<file path="src/rtl/result_capture_if.sv">
// result_capture_if: processor result buses in, captured-pair FIFO drain out.
interface result_capture_if #(parameter int DEPTH = 4);
  logic [31:0] V0, V1;
  logic OutReady, OutValid;
  logic [31:0] OutV0, OutV1;
  logic [$clog2(DEPTH):0] Count;
  logic Overflow;
  modport master (output V0, V1, OutReady, input OutValid, OutV0, OutV1, Count, Overflow);
  modport slave (input V0, V1, OutReady, output OutValid, OutV0, OutV1, Count, Overflow);
endinterface

</file>
<file path="src/rtl/result_capture.sv">
// result_capture: captures each new (v0,v1) pair once it has been stable, into a FWFT FIFO.
module result_capture #(
  parameter int STABLE_CYCLES = 8,
  parameter int DEPTH = 4,
  parameter bit SKIP_ZERO = 1
) (
  input logic Clk,
  input logic Reset,
  result_capture_if.slave bus
);
  localparam int AW = $clog2(DEPTH);
  localparam int CW = AW + 1;
  typedef enum logic {TRACK, HOLD} state_t;
  state_t state_q, state_d;
  logic [63:0] s_q, s_d, last_q, last_d;
  logic last_vld_q, last_vld_d;
  logic [7:0] cnt_q, cnt_d;
  logic [63:0] mem_q [DEPTH];
  logic [63:0] mem_d [DEPTH];
  logic [AW-1:0] wptr_q, wptr_d, rptr_q, rptr_d;
  logic [CW-1:0] count_q, count_d;
  logic ovf_q, ovf_d;
  logic match, push, pop, acc, valid;
  always_comb begin
    s_d = {bus.V0, bus.V1};
    match = s_d == s_q;
    state_d = state_q;
    cnt_d = cnt_q;
    push = 1'b0;
    if (!match) begin
      state_d = TRACK;
      cnt_d = '0;
    end else if (state_q == TRACK && cnt_q == 8'(STABLE_CYCLES - 1)) begin
      state_d = HOLD;
      push = !(last_vld_q && s_q == last_q) && !(SKIP_ZERO && s_q == '0);
    end else if (state_q == TRACK) begin
      cnt_d = cnt_q + 8'd1;
    end
    last_d = push ? s_q : last_q;
    last_vld_d = last_vld_q | push;
  end
  // A full FIFO still accepts a push when the head leaves on the same edge.
  always_comb begin
    valid = count_q != '0;
    pop = valid & bus.OutReady;
    acc = push & ((count_q != CW'(DEPTH)) | pop);
    mem_d = mem_q;
    if (acc) mem_d[wptr_q] = s_q;
    wptr_d = wptr_q + AW'(acc);
    rptr_d = rptr_q + AW'(pop);
    count_d = count_q + CW'(acc) - CW'(pop);
    ovf_d = ovf_q | (push & ~acc);
  end
  always_ff @(posedge Clk) begin
    if (Reset) begin
      state_q <= TRACK;
      s_q <= '0;
      cnt_q <= '0;
      last_q <= '0;
      last_vld_q <= 1'b0;
      mem_q <= '{default: '0};
      wptr_q <= '0;
      rptr_q <= '0;
      count_q <= '0;
      ovf_q <= 1'b0;
    end else begin
      state_q <= state_d;
      s_q <= s_d;
      cnt_q <= cnt_d;
      last_q <= last_d;
      last_vld_q <= last_vld_d;
      mem_q <= mem_d;
      wptr_q <= wptr_d;
      rptr_q <= rptr_d;
      count_q <= count_d;
      ovf_q <= ovf_d;
    end
  end
  assign bus.OutValid = valid;
  assign {bus.OutV0, bus.OutV1} = mem_q[rptr_q];
  assign bus.Count = count_q;
  assign bus.Overflow = ovf_q;
endmodule

</file>
<file path="src/flat_wrapper.sv">
// flat-port wrapper written by rule: the top's interface ports become plain ports
module result_capture_flat 
#(
  parameter int STABLE_CYCLES = 8,
  parameter int DEPTH = 4,
  parameter bit SKIP_ZERO = 1
)
  (Clk, Reset, bus_V0, bus_V1, bus_OutReady, bus_OutValid, bus_OutV0, bus_OutV1, bus_Count, bus_Overflow);
  result_capture_if #(.DEPTH(DEPTH)) bus_i ();
  input logic Clk;
  input logic Reset;
  input wire logic [$bits(bus_i.V0)-1:0] bus_V0;
  input wire logic [$bits(bus_i.V1)-1:0] bus_V1;
  input wire logic [$bits(bus_i.OutReady)-1:0] bus_OutReady;
  output wire logic [$bits(bus_i.OutValid)-1:0] bus_OutValid;
  output wire logic [$bits(bus_i.OutV0)-1:0] bus_OutV0;
  output wire logic [$bits(bus_i.OutV1)-1:0] bus_OutV1;
  output wire logic [$bits(bus_i.Count)-1:0] bus_Count;
  output wire logic [$bits(bus_i.Overflow)-1:0] bus_Overflow;
  assign bus_i.V0 = bus_V0;
  assign bus_i.V1 = bus_V1;
  assign bus_i.OutReady = bus_OutReady;
  assign bus_OutValid = bus_i.OutValid;
  assign bus_OutV0 = bus_i.OutV0;
  assign bus_OutV1 = bus_i.OutV1;
  assign bus_Count = bus_i.Count;
  assign bus_Overflow = bus_i.Overflow;
  result_capture #(.STABLE_CYCLES(STABLE_CYCLES), .DEPTH(DEPTH), .SKIP_ZERO(SKIP_ZERO)) u_core (.Clk(Clk), .Reset(Reset), .bus(bus_i));
endmodule
</file>
<file path="config.mk">
export PLATFORM = sky130hd
export DESIGN_NAME = result_capture_flat
export DESIGN_NICKNAME = d
export VERILOG_FILES = /design/src/rtl/result_capture_if.sv /design/src/rtl/result_capture.sv /design/src/flat_wrapper.sv
export SDC_FILE = /design/constraint.sdc
export NUM_CORES = 1
export LEC_CHECK = 0
export CAP_MARGIN = 20
export CORE_UTILIZATION = 30
export DETAILED_ROUTE_END_ITERATION = 16
export SYNTH_ARGS = -nofsm -noshare
export SYNTH_HDL_FRONTEND = slang
export SYNTH_SLANG_ARGS = --single-unit
</file>
<file path="constraint.sdc">
create_clock -name Clk -period 3.1 [get_ports Clk]
set_clock_uncertainty 0.15 [all_clocks]
set_input_delay 0.62 -clock Clk [delete_from_list [all_inputs] [get_ports Clk]]
set_output_delay 0.62 -clock Clk [all_outputs]
set_load 0.02 [all_outputs]
</file>
==> metrics.yaml <==
ios: 136
seqPwrFrac_pct: 42.8
track_usage_pct: 16.78
finalNonFillerCells: 2680
layout_setup_ws_ns: -0.1519
synth_seq_cells: 402
slowest_stage: "clkdlybuf4s50_1"
synth-main-ff-cell: "dfxtp_1"
htree_levels: 2
path_delay_family: "simple AND/OR/NAND/NOR gates"
p_sw_mw: 3.174
overflow: 0
clkSinkCount: 402
min_from: "bus_V1[10]"
dpl.cell_count: 2576
maxCapViolCount: 0
synth_area_leader_cell: "dfxtp_1"
tightest_slew_ns: 0.6248
violations: "negative setup slack"
wirelength_mm: 55.77
syn_to_final_growth_pct: 27.59
synth_top_family_by_area: "multiplexers"
crit_path_cell_trace: "clkdlybuf4s50_1 -> xor2_1 -> nor4_2 -> nand4_1 -> nor4_4 -> o311ai_4 -> nor2_2 -> ha_2 -> inv_1 -> fa_2 -> xor2_1 -> xnor2_1 -> nor2_1"
fin_crit_sh_pct: 104.9
synthMuxAreaShare_pct: 25.37
synthXorXnorAreaFrac_pct: 6.350
hold_path_depth: 2
cp.arrival_ns: 3.56
synthAdderAreaFrac_pct: 0.4502
synth_area_per_cell_um2: 11.17
netlist_top_cells_count: "402 x dfxtp_1, 395 x nand2b_1, 321 x mux2i_1"
outcome: "complete, but fails checks"
synth.area.top_cells: "dfxtp_1 44%, mux2i_1 18%, nand2b_1 13%, mux4_2 7.9%, xor2_1 3.8%"
startpoint: "bus_V1[8]"
synth-seq-area-share_pct: 43.87
drive_gt1_share_pct: 16.92
clkPwrFrac_pct: 43.6
crit_path_frequent_cell: "xor2_1"
startpoint_type: "primary input"
antenna_found_initial: 0
cts.root.buffer_cell: "clkbuf_16"
initial_core_util_pct: 30.39
peakVddDrop_mv: 0.3882
crit_type: "in2reg"
cp_slowest_stage_delay_ns: 0.53
power.density_mw_per_mm2: 534.7
tritoncts: "yes"
rsz0062_at_grt: "yes"
slew_violations: 0
clock_path_buffers: 3
hold_viol: 0
endpoint_kind: "flop"
num-fill-cells: 5857
yosys_warnings: 0
cts_hold_buf: 0
postRouteAntennaNets: 0
crit_buf_inv: 2
clk_pin_slew_ns: 0.06
grt_pass1_wl_mm: 79.88
cp_data_required_time_ns: 3.41
grt_max_degree: 116
slew_headroom_pct: 58.35
reg2reg_depth: 14
synth_edf_count: 0
drc: 0
synth_top_area_share_pct: 43.87
finalSetupViolations: 2
synth.most_common_cell: "dfxtp_1"
ys_types: 38
fin_nets: 1936
synth_compound_area_share_pct: 0.6002
total_power_mw: 12.51
drt_pass1_iterations: 5
drt_iter0_drc: 697
rr_startpoint: "u_core.s_q[34]"
critPathMaxFanout: 2
crit_cells: 13
dieHeight_um: 249.3
synth_area_mm2: 0.01834
num_rows: 90
pwr-share-comb_pct: 13.6
p_int_mw: 9.341
die_x_um: 249.3
viasPerCell: 4.784
syn_inst: 1642
hold_path.class: "in2reg"
portBuffers: 135
setup_tns_ns: -0.1673
place_hpwl_mm: 37.30
synth-simple-area-share_pct: 19.75
syn_nets: 1715
min_period_ns: 3.252
grt_pass1_vias: 13090
synth-async-reset-ratio_pct: 0
die-area_mm2: 0.06214
wl_per_cell_um: 20.81
core_mm2: 0.06036
swShare_pct: 25.36
p_leak_nw: 10.38
vias: 12820
finalWeightedCongestion: 0.9340
cts_inserted_buffers: 45
clock.fmax_ghz: 0.3075
worstSkewPairLatency_ns: 0.58
-- layer usage --
layer  share of wire [%]  wire length (µm)  global-route usage (%)  vias up
met5                   0                 0                       0        -
met4                 2.5              1389                   5.697        0
met3                 3.5              1950                   2.445       71
met2                  48             26890                   28.04      246
met1                  46             25540                   22.06     6409
li1                    -                 -                       -     6094
-- power groups by stage --
stage          Sequential [mW]  Combinational, mW  Clock, mW
4_1_cts                   5.34               1.67       5.58
2_1_floorplan             5.45              0.948          0
3_5_place_dp              5.45               1.63          0
5_1_grt                   5.37               1.83       5.80
3_3_place_gp              5.45               1.64          0
6_report                  5.36               1.70       5.46
-- final timing paths --
kind                              end  slack (ns)
setup / recovery  u_core.bus.Count[2]       -0.15
hold reg to reg      u_core.mem_q[73]        0.32
hold / removal         u_core.s_q[10]        0.18
setup reg to reg  u_core.bus.Count[2]       -0.11
-- cell families after synthesis --
family / Yosys count
simple gates: 588
buf+inv: 112
compound gates: 16
fa+ha+maj: 6
flops: 402
xor+xnor: 133
mux: 385
-- cell type report --
type / instances / area (µm²) / area share, %
multi-input combinational: 1128 / 9936 / 42.45
clock inverter: 17 / 202.7 / 0.8660
inverter: 11 / 41.29 / 0.1764
timing repair buffer: 275 / 2877 / 12.29
antenna: 1 / 2.502 / 0.01069
tap: 782 / 978.4 / 4.180
sequential: 402 / 8058 / 34.43
clock buffer: 64 / 1310 / 5.597
-- layout by cell type, fill, tap and decap left out, types with 4 or more instances in the layout --
cell type	n
buf_12	15
buf_16	6
buf_4	106
bufinv_16	4
clkbuf_1	10
clkbuf_16	57
clkbuf_2	4
clkbuf_8	7
clkdlybuf4s15_1	16
clkdlybuf4s50_1	41
clkinv_2	8
dfxtp_1	396
dfxtp_2	5
dlygate4sd2_1	50
dlymetal6s2s_1	23
ha_1	4
inv_1	11
mux2i_1	321
mux4_2	64
nand2_1	9
nand2b_1	395
nand3_1	8
nand4_1	32
nor2_1	15
nor2b_1	67
nor3_1	5
nor4_1	26
nor4_2	12
nor4_4	4
o21ai_0	5
xnor2_1	53
xor2_1	72
xor2_2	7
-- registers in the layout, summed over array words and instances (netlist names) --
signal,cells
u_core.bus.Count,3
u_core.bus.Overflow,1
u_core.cnt_q,8
u_core.last_q,64
u_core.last_vld_q,1
u_core.mem_q,256
u_core.rptr_q,2
u_core.s_q,64
u_core.state_q,1
u_core.wptr_q,2
-- stage by stage --
stage / worst slack (ns) / hold slack, ns / utilization, % / cell area [µm²]
3_3_place_gp: -1.147 / 0.3051 / 35.18 / 21240
3_5_place_dp: -1.140 / 0.3102 / 35.18 / 21240
2_1_floorplan: 0.02095 / 0.2915 / - / 18360
5_1_grt: -0.2726 / 0.1771 / 38.77 / 23400
6_report: -0.1519 / 0.1839 / 38.78 / 23400
4_1_cts: -0.1504 / 0.3223 / 37.92 / 22890
-- repair_timing --
action	in CTS	in global routing
gates cloned	2	10
buffers inserted	2	9
pin swaps	11	17
endpoints found under the setup margin	177	306
gates resized for setup	93	71
Note: power is estimated with default switching activity, not from simulation.
